==> config.mk <==
export PLATFORM = sky130hd
export DESIGN_NAME = gcd_lcm_unit
export DESIGN_NICKNAME = d
export VERILOG_FILES = /design/src/rtl/gcd_lcm_pkg.sv /design/src/rtl/gcd_lcm_unit_divider.sv /design/src/rtl/gcd_lcm_unit.sv
export SDC_FILE = /design/constraint.sdc
export NUM_CORES = 2
export LEC_CHECK = 0
export CAP_MARGIN = 25
export CORE_MARGIN = 8
export CORE_UTILIZATION = 45
export DETAILED_ROUTE_END_ITERATION = 8
export SYNTH_ARGS = -nofsm -noshare
export SYNTH_HDL_FRONTEND = slang
export SYNTH_SLANG_ARGS = --single-unit
export TNS_END_PERCENT = 30
==> constraint.sdc <==
create_clock -name clk -period 9.9 [get_ports clk]
set_input_delay 1.98 -clock clk [delete_from_list [all_inputs] [get_ports clk]]
set_output_delay 1.98 -clock clk [all_outputs]
set_load 0.03 [all_outputs]
==> src/rtl/gcd_lcm_pkg.sv <==
// Shared types and constants for the GCD/LCM coprocessor and the main decoder.
package gcd_lcm_pkg;

  localparam int DEFAULT_WIDTH = 32;

  localparam logic [6:0] OP_GCD = 7'b0000000;
  localparam logic [6:0] OP_LCM = 7'b0000001;

  typedef enum logic [2:0] {
    IDLE = 3'd0,
    GCD  = 3'd1,
    DIV  = 3'd2,
    MUL  = 3'd3,
    DONE = 3'd4
  } state_t;

endpackage

==> src/rtl/gcd_lcm_unit_divider.sv <==
// Restoring divider: one quotient bit per cycle, WIDTH cycles after start.
module restoring_divider #(
  parameter int WIDTH = 32
) (
  input  logic             clk,
  input  logic             reset,
  input  logic             start,
  input  logic [WIDTH-1:0] dividend,
  input  logic [WIDTH-1:0] divisor,
  output logic [WIDTH-1:0] quotient,
  output logic [WIDTH-1:0] remainder,
  output logic             done
);

  localparam int CW = $clog2(WIDTH + 1);

  logic [CW-1:0]  cnt;
  logic [WIDTH:0] rem_sh;
  logic [WIDTH:0] diff;
  logic           fits;

  assign rem_sh = {remainder, quotient[WIDTH-1]};
  assign diff   = rem_sh - {1'b0, divisor};
  // rem_sh < 2*divisor, so the borrow bit alone tells whether the subtract fits.
  assign fits   = ~diff[WIDTH];

  // High during the cycle whose closing edge takes the final step; the
  // quotient is complete from the following cycle on.
  assign done = (cnt == CW'(1));

  always_ff @(posedge clk) begin
    if (reset) begin
      cnt       <= '0;
      quotient  <= '0;
      remainder <= '0;
    end else if (start) begin
      cnt       <= CW'(WIDTH);
      quotient  <= dividend;
      remainder <= '0;
    end else if (cnt != '0) begin
      cnt       <= cnt - CW'(1);
      remainder <= fits ? diff[WIDTH-1:0] : rem_sh[WIDTH-1:0];
      quotient  <= {quotient[WIDTH-2:0], fits};
    end
  end

endmodule

==> src/rtl/gcd_lcm_unit.sv <==
// Multi-cycle GCD/LCM coprocessor: binary Stein GCD, then lcm = (a / g) * b.
module gcd_lcm_unit
  import gcd_lcm_pkg::*;
#(
  parameter int WIDTH = DEFAULT_WIDTH
) (
  input  logic             clk,
  input  logic             reset,
  input  logic             start,
  input  logic             lcm_sel,
  input  logic [WIDTH-1:0] a,
  input  logic [WIDTH-1:0] b,
  output logic             busy,
  output logic             done,
  output logic [WIDTH-1:0] result,
  output logic             overflow,
  output state_t           fsm_state
);

  localparam int KW = $clog2(WIDTH + 1);

  state_t             state, state_n;
  logic [WIDTH-1:0]   x, x_n, y, y_n;
  logic [KW-1:0]      k, k_n;
  logic [WIDTH-1:0]   a_q, a_q_n, b_q, b_q_n;
  logic               lcm_q, lcm_q_n;
  logic [WIDTH-1:0]   result_n;
  logic               overflow_n;
  logic [WIDTH-1:0]   g;
  logic               div_start;
  logic [WIDTH-1:0]   div_quo;
  logic [WIDTH-1:0]   div_rem_unused;
  logic               div_done;
  logic [2*WIDTH-1:0] prod;

  assign g    = x << k;
  assign prod = {{WIDTH{1'b0}}, div_quo} * {{WIDTH{1'b0}}, b_q};

  restoring_divider #(.WIDTH(WIDTH)) u_div (
    .clk       (clk),
    .reset     (reset),
    .start     (div_start),
    .dividend  (a_q),
    .divisor   (g),
    .quotient  (div_quo),
    .remainder (div_rem_unused),
    .done      (div_done)
  );

  always_ff @(posedge clk) begin
    if (reset) begin
      state    <= IDLE;
      x        <= '0;
      y        <= '0;
      k        <= '0;
      a_q      <= '0;
      b_q      <= '0;
      lcm_q    <= 1'b0;
      result   <= '0;
      overflow <= 1'b0;
    end else begin
      state    <= state_n;
      x        <= x_n;
      y        <= y_n;
      k        <= k_n;
      a_q      <= a_q_n;
      b_q      <= b_q_n;
      lcm_q    <= lcm_q_n;
      result   <= result_n;
      overflow <= overflow_n;
    end
  end

  always_comb begin
    state_n    = state;
    x_n        = x;
    y_n        = y;
    k_n        = k;
    a_q_n      = a_q;
    b_q_n      = b_q;
    lcm_q_n    = lcm_q;
    result_n   = result;
    overflow_n = overflow;
    div_start  = 1'b0;
    case (state)
      IDLE: begin
        if (start) begin
          a_q_n   = a;
          b_q_n   = b;
          lcm_q_n = lcm_sel;
          x_n     = a;
          y_n     = b;
          k_n     = '0;
          if (a == '0 || b == '0) begin
            // With one operand zero, a|b is the other one (or zero).
            result_n   = lcm_sel ? '0 : (a | b);
            overflow_n = 1'b0;
            state_n    = DONE;
          end else begin
            state_n = GCD;
          end
        end
      end
      GCD: begin
        if (x == y) begin
          if (lcm_q) begin
            div_start = 1'b1;
            state_n   = DIV;
          end else begin
            result_n   = g;
            overflow_n = 1'b0;
            state_n    = DONE;
          end
        end else if (!x[0] && !y[0]) begin
          x_n = x >> 1;
          y_n = y >> 1;
          k_n = k + KW'(1);
        end else if (!x[0]) begin
          x_n = x >> 1;
        end else if (!y[0]) begin
          y_n = y >> 1;
        end else if (x > y) begin
          x_n = (x - y) >> 1;
        end else begin
          y_n = (y - x) >> 1;
        end
      end
      DIV: begin
        if (div_done) state_n = MUL;
      end
      MUL: begin
        result_n   = prod[WIDTH-1:0];
        overflow_n = |prod[2*WIDTH-1:WIDTH];
        state_n    = DONE;
      end
      DONE:    state_n = IDLE;
      default: state_n = IDLE;
    endcase
  end

  assign busy      = (state != IDLE);
  assign done      = (state == DONE);
  assign fsm_state = state;

endmodule

After elaboration in Yosys (flattened, before gate mapping)
Cells that the tools add are included.
{"block": "totals", "inputBits": 68, "ff_bits": 241, "wordCells": 107, "output_inout_bits": 38}
{"block": "classes", "muxes": 43, "shifts": 1, "add_sub_neg": 5, "n_bitwise": 2, "order_cmp": 1, "reduce_logical": 22, "eq_ne": 17, "mul": 1}
{"operator": "$mux 32", "n": 20}
{"operator": "$pmux 32 s2", "n": 2}
{"operator": "$pmux 32 s3", "n": 1}
{"operator": "$logic_not 32->1", "n": 2}
{"operator": "$mul 32x32->64", "n": 1}
{"operator": "$sub 32x32->32", "n": 2}
{"operator": "$sub 33x32->33", "n": 1}
{"operator": "$eq 32x32->1", "n": 1}
{"operator": "$gt 32x32->1", "n": 1}
{"operator": "$or 32x32->32", "n": 1}
{"operator": "$reduce_or 32->1", "n": 1}
{"operator": "$shl 32x6->32", "n": 1}
{"operator": "$mux 6", "n": 5}
{"operator": "$mux 3", "n": 5}
{"operator": "$reduce_and 5->1", "n": 3}
{"operator": "$ne 2x2->1 const B", "n": 7}
{"operator": "$ne 4x4->1 const B", "n": 3}
{"operator": "$pmux 3 s4", "n": 1}
{"operator": "$pmux 6 s2", "n": 1}
{"operator": "$reduce_and 4->1", "n": 2}
{"operator": "$mux 1", "n": 7}
{"operator": "$add 6x1->6 const B", "n": 1}
{"operator": "$eq 3x2->1 const B", "n": 2}
{"operator": "$eq 6x1->1 const B", "n": 1}
{"operator": "other kinds (16)", "n": 20}

Depth between registers and ports, before layout
{"block": "depth", "depth_word": 7, "ltp_mapped": 29, "ltp_nobuf": 27}

Cells and area by module
Synthesis repeated with hierarchy kept, for this count alone.
{"block": "hier_totals", "hier_cells": 6031, "area_unflattened_um2": 50806.2}
{"module": "gcd_lcm_unit", "seq_area_each_um2": 3423.3, "area_each_um2": 45901.5, "n_inst": 1, "cells_each": 5367}
{"module": "restoring_divider", "seq_area_each_um2": 1401.3, "area_each_um2": 4904.7, "n_inst": 1, "cells_each": 664}

Worst setup path after synthesis
No wires, ideal clock.
{"block": "synth_path", "path_type": "register -> register", "startpoint": "reg u_div.quotient[17]", "endpoint": "reg overflow", "setup_slack_ns": 2.441, "required_ns": 9.773, "arrival_ns": 7.332, "setup_ns": 0.127, "period_less_slack_ns": 7.459, "n_path_buf": 2, "stages_incl_launch_ff": 26, "path_cell_list": "dfxtp_1 > clkbuf_1 > and2_1 > fa_1 > fa_1 > inv_1 > fa_1 > fa_1 > inv_1 > fa_1 > fa_1 > fa_1 > fa_1 > ha_1 > clkbuf_1 > nand2_1 > o21ai_1 > nor3_1 > a21o_1 > o211a_1 > xnor2_1 > or4_1 > nor4_1 > nand4_1 > o31ai_1 > nand3_1"}
{"block": "synth_between", "elab_chain_cells": 3}
{"element": "start, declared", "line": "gcd_lcm_unit_divider.sv:10", "rtl": "output logic [WIDTH-1:0] quotient,"}
{"element": "start signal, assigned", "line": "gcd_lcm_unit_divider.sv:38", "rtl": "quotient <= dividend;"}
{"element": "start signal, assigned", "line": "gcd_lcm_unit_divider.sv:43", "rtl": "quotient <= {quotient[WIDTH-2:0], fits};"}
{"element": "$mul 32x32->64", "line": "gcd_lcm_unit.sv:37", "rtl": "assign prod = {{WIDTH{1'b0}}, div_quo} * {{WIDTH{1'b0}}, b_q};"}
{"element": "$reduce_or 32->1", "line": "gcd_lcm_unit.sv:133", "rtl": "overflow_n = |prod[2*WIDTH-1:WIDTH];"}
{"element": "$pmux 1 s3", "line": "gcd_lcm_unit.sv:85", "rtl": "case (state)"}
{"element": "end signal, assigned", "line": "gcd_lcm_unit.sv:70", "rtl": "overflow <= overflow_n;"}
{"element": "end, declared", "line": "gcd_lcm_unit.sv:16", "rtl": "output logic overflow,"}
Every way passes these cells.
A chain may end at the register's enable or synchronous reset.

Worst setup path in the final report
{"block": "layout_path", "startpoint": "reg b_q[11]", "endpoint": "reg overflow"}
{"block": "layout_between", "elab_chain_cells": 3}
{"element": "start, declared", "line": "gcd_lcm_unit.sv:25", "rtl": "logic [WIDTH-1:0] a_q, a_q_n, b_q, b_q_n;"}
{"element": "start signal, assigned", "line": "gcd_lcm_unit.sv:67", "rtl": "b_q <= b_q_n;"}
{"element": "$mul 32x32->64", "line": "gcd_lcm_unit.sv:37"}
{"element": "$reduce_or 32->1", "line": "gcd_lcm_unit.sv:133"}
{"element": "$pmux 1 s3", "line": "gcd_lcm_unit.sv:85"}
Every way passes these cells.

==> impl_summary.md <==
Critical path
The cell count of the worst reg-to-reg path is 24. The capturing point of the worst reg2reg path is overflow. The highest fanout seen on the critical path is 22. For the worst setup path, the data required time is 10370 ps.

The type of the worst setup path is reg2reg. The reg-to-reg setup timing slack is 900 ps. STA classifies the critical path startpoint as a flop. The data arrival time of the critical path is 9470 ps. The worst setup path is captured at a flop.

In this run the critical register-to-register path is launched from b_q[11].

Placed design
During placement, the flow inserted port buffers numbering 105. The final weighted congestion in routability-driven placement is 0.979. Detailed placement finished with a half-perimeter wire length of ~130 mm.

Floorplanning
From bottom edge to top edge, the die measures 352 um. The floorplan row count is 123. The effective utilization at floorplan is ~45%. The width of the chip is approximately 350 um. 106 I/O pins were placed. The placeable core area is between 0.1 and 0.15 sq mm.

The floorplan step defined a die boundary enclosing 0.124 sq mm.

Power
The share of total power consumed by net switching is between 50% and 60%. The combinational group share of total power is 66.2%. The internal power summed over all cells is 4.11 mW.

Per report_power, the clock group accounts for 15.3% of the total. IR analysis of the VDD net gives a maximum drop of between 150 and 200 uV. The total power of the final layout is between 8 and 9 mW. The power per standard cell area is 155 mW/mm^2.

Sequential cells burn between 10% and 20% of the power. The total net switching power is ~4.3 mW. In this run the static leakage power is around 22 nW.

Route
The sum of routed wire length over all layers is roughly 170 mm. Summing over every cut layer, the via total after detailed routing is 41900. The count of unresolved DRC violations after routing is 0. The starting DRC count in detailed routing is approximately 3300.

The count of antenna-violating nets left after detailed routing is 0. The routed length per placed instance is 23.0 um. Before antenna repair, the detailed router went through 6 iterations. The via count normalized by instance count is 5.72.

Min path
The path class of the tightest hold or removal check is reg2reg. The worst hold path startpoint is a_q[4]. The destination of the worst hold path is a_q[4]. The worst hold path passes through 2 cells.

Global routing
The maximum number of pins on one net before global-route repair is 74. The number of global-route vias before repair was between 40000 and 50000. In the global route stage, overall resource usage came out at between 20% and 30%. The total congestion overflow is 0.

The number of antenna violations at the first check in global routing is 6. The first global-routing pass estimated 263 mm of wire.

Final layout
Cells fill ~48% of the core in the end. The area added between synthesis and finish is 6.77%. The layout cell share with drive strength beyond 1 is 4.33%.

The diode insertion count for antenna repair is 0. For this run, the post-layout net count is 7134.

Clocking
The later pin in the worst-skew pair is clocked with a latency of about 610 ps. The level count of the clock H-tree is 1. TritonCTS built the clock tree. The post-cts gate resize count is 0. The number of setup buffers added after CTS is 0. The library cell used as clock root buffer is clkbuf_16.

Buffers inserted during clock tree synthesis total 31. For this design, the sink count on the clock tree is 241. The maximum buffer depth of the clock tree is 3. The number of hold buffers added after CTS is 0. After clock tree synthesis, the clock-pin slew on the worst setup and hold paths is 70 ps.

Synthesis
The total nets after synthesis is ~7300. The number of flops mapped to enable cells by yosys is 0. The flop and latch count out of synthesis is 241. Yosys printed 0 warnings.

The proportion of synthesized flip-flops having asynchronous set or reset is 0%. The number of cells produced by synthesis is 5952. In this run the mean area of a mapped cell was between 8 and 9 sq um.

In the synthesized netlist the dominant register cell turns out to be dfxtp_1. The share of the Yosys chip area taken by registers is 9.50%. The number of different library cells in the post-synthesis netlist is between 80 and 90.

The mapped cell area is 0.0508 sq mm.

Timing
The final worst-path cycle share is 90.9%. Setup repair after global routing left no endpoint under its margin. The transition time at the pin with the least slew margin is about 1100 ps.

After routing, the total negative slack on setup checks comes to 0 ps. Setup violations remaining at the end of the flow were counted as 0. The tightest hold path in the finished design has a slack of 459 ps. Subtracting the final worst setup slack from the clock period gives about 9000 ps. The maximum clock skew at final layout is about 19 ps. Based on the critical path, the design can be clocked at up to roughly 110 MHz. The worst pin sits at a relative slew slack of 27.3%. The max-slew violation count is 0. The final hold violation count came to 0.

Job
Max-cap violations in this run came to 0.

Status
The flow ran to the end, and the final reports show no timing, DRC or antenna violations.
registers in the layout, indices dropped and copies added, names as in the netlist:
| name | cells |
|---|---|
| a_q | 32 |
| b_q | 32 |
| result | 32 |
| u_div.quotient | 32 |
| u_div.remainder | 32 |
| x | 32 |
| y | 32 |
| k | 6 |
| u_div.cnt | 6 |
| fsm_state | 3 |
| lcm_q | 1 |
| overflow | 1 |
metal layers:
layer / vias to the layer above / routed length [um] / track usage, %
li1: 18800 / - / -
met1: 21300 / 72800 / 37.5
met2: 1473 / 77600 / 44.4
met3: 293 / 11200 / 3.47
met4: 2 / 6880 / 9.41
met5: - / 11 / 0
layout by cell type (no fill, tap or decap), drive strengths merged, types with 42 or more instances in the layout:
cell type,instances
nor3,57
a211oi,54
o211ai,77
xor2,42
nand2,844
nor2,195
a21o,96
buf,115
and2,612
a21oi,347
nand3,57
mux2i,79
clkdlybuf4s50,104
xnor2,92
dfxtp,241
fa,899
ha,363
inv,792
o21ai,221
area by class of cell:
cell class | count | area (sq um)
flip-flops and latches | 241 | 4830
clock inverters | 22 | 317
well taps | 1500 | 1880
repair buffers | 219 | 1950
clock buffers | 33 | 803
fillers | 10900 | 58000
multi-input cells | 4523 | 41500
inverters | 788 | 2960
kinds of logic (layout without fill, tap and decap cells):
family | after synthesis | count (layout) | share of synthesized area (%)
adder cells (fa/ha/maj) | 1262 | 1262 | 44.4
multiplexers | 104 | 104 | 2.48
AO/OA/AOI/OAI | 1064 | 1064 | 13.5
AND/OR/NAND/NOR | 1959 | 1959 | 18.9
buffers and inverters | 1188 | 1062 | 8.92
XOR/XNOR | 134 | 134 | 2.31
flip-flops | 241 | 241 | 9.50
critical path: stages, from the launching register on:
cell and delay [ps]:
dfxtp_1 1000, buf_4 400, and2_1 190, fa_1 390, inv_1 90, fa_1 460
fa_1 580, fa_1 450, fa_1 600, fa_1 450, fa_1 520, fa_1 530
inv_1 50, ha_1 450, nand2_1 150, nor3b_1 360, and4bb_2 270, o21ai_1 100
nand3_1 290, o221ai_1 150, or4_1 430, nor4_1 370, nand4_1 190, o31ai_1 280
nand3_1 100
power groups by stage:
stage	clock network (mW)	registers, mW	logic (mW)
final	1.29	1.55	5.58
after global routing	1.34	1.58	6.05
after CTS	1.31	1.55	5.49
after detailed placement	0	1.57	5.45
after global placement	0	1.56	5.46
after floorplan	0	1.43	4.06
synthesized netlist by cell type (all sizes together) (31+ instances only):
library cell  number  area [sq um]
o21ai            221          1120
and2             612          3830
nor2             195           737
ha               363          4540
buf               47           245
nand2            844          3170
nor4              31           209
dfxtp            241          4820
xor2              42           368
mux2i             79           791
a21oi            347          1740
a31oi             33           221
nand4             40           250
fa               899         18000
o211ai            77           578
inv              788          2960
xnor2             92           806
nand3             57           285
a211oi            54           410
nor3              57           290
a21o              96           721
clkbuf           353          1330
through the flow:
step           instance area, sq um  instances  setup WS [ps]
2_1_floorplan                 50800       5952           2440
3_3_place_gp                  53100       7268           1100
3_5_place_dp                  53100       7269            995
4_1_cts                       54200       7324            943
5_1_grt                       54200       7326            513
6_report                      54200       7326            905
how the worst max path moves through the flow:
stage	startpoint	endpoint	cells past startpoint
after floorplan	u_div.quotient[17]	overflow	25
after global placement	u_div.quotient[15]	overflow	23
after detailed placement	u_div.quotient[15]	overflow	23
after CTS	b_q[11]	overflow	24
after global routing	b_q[3]	overflow	26
final	b_q[11]	overflow	24
(Power assumes the default switching activity.)
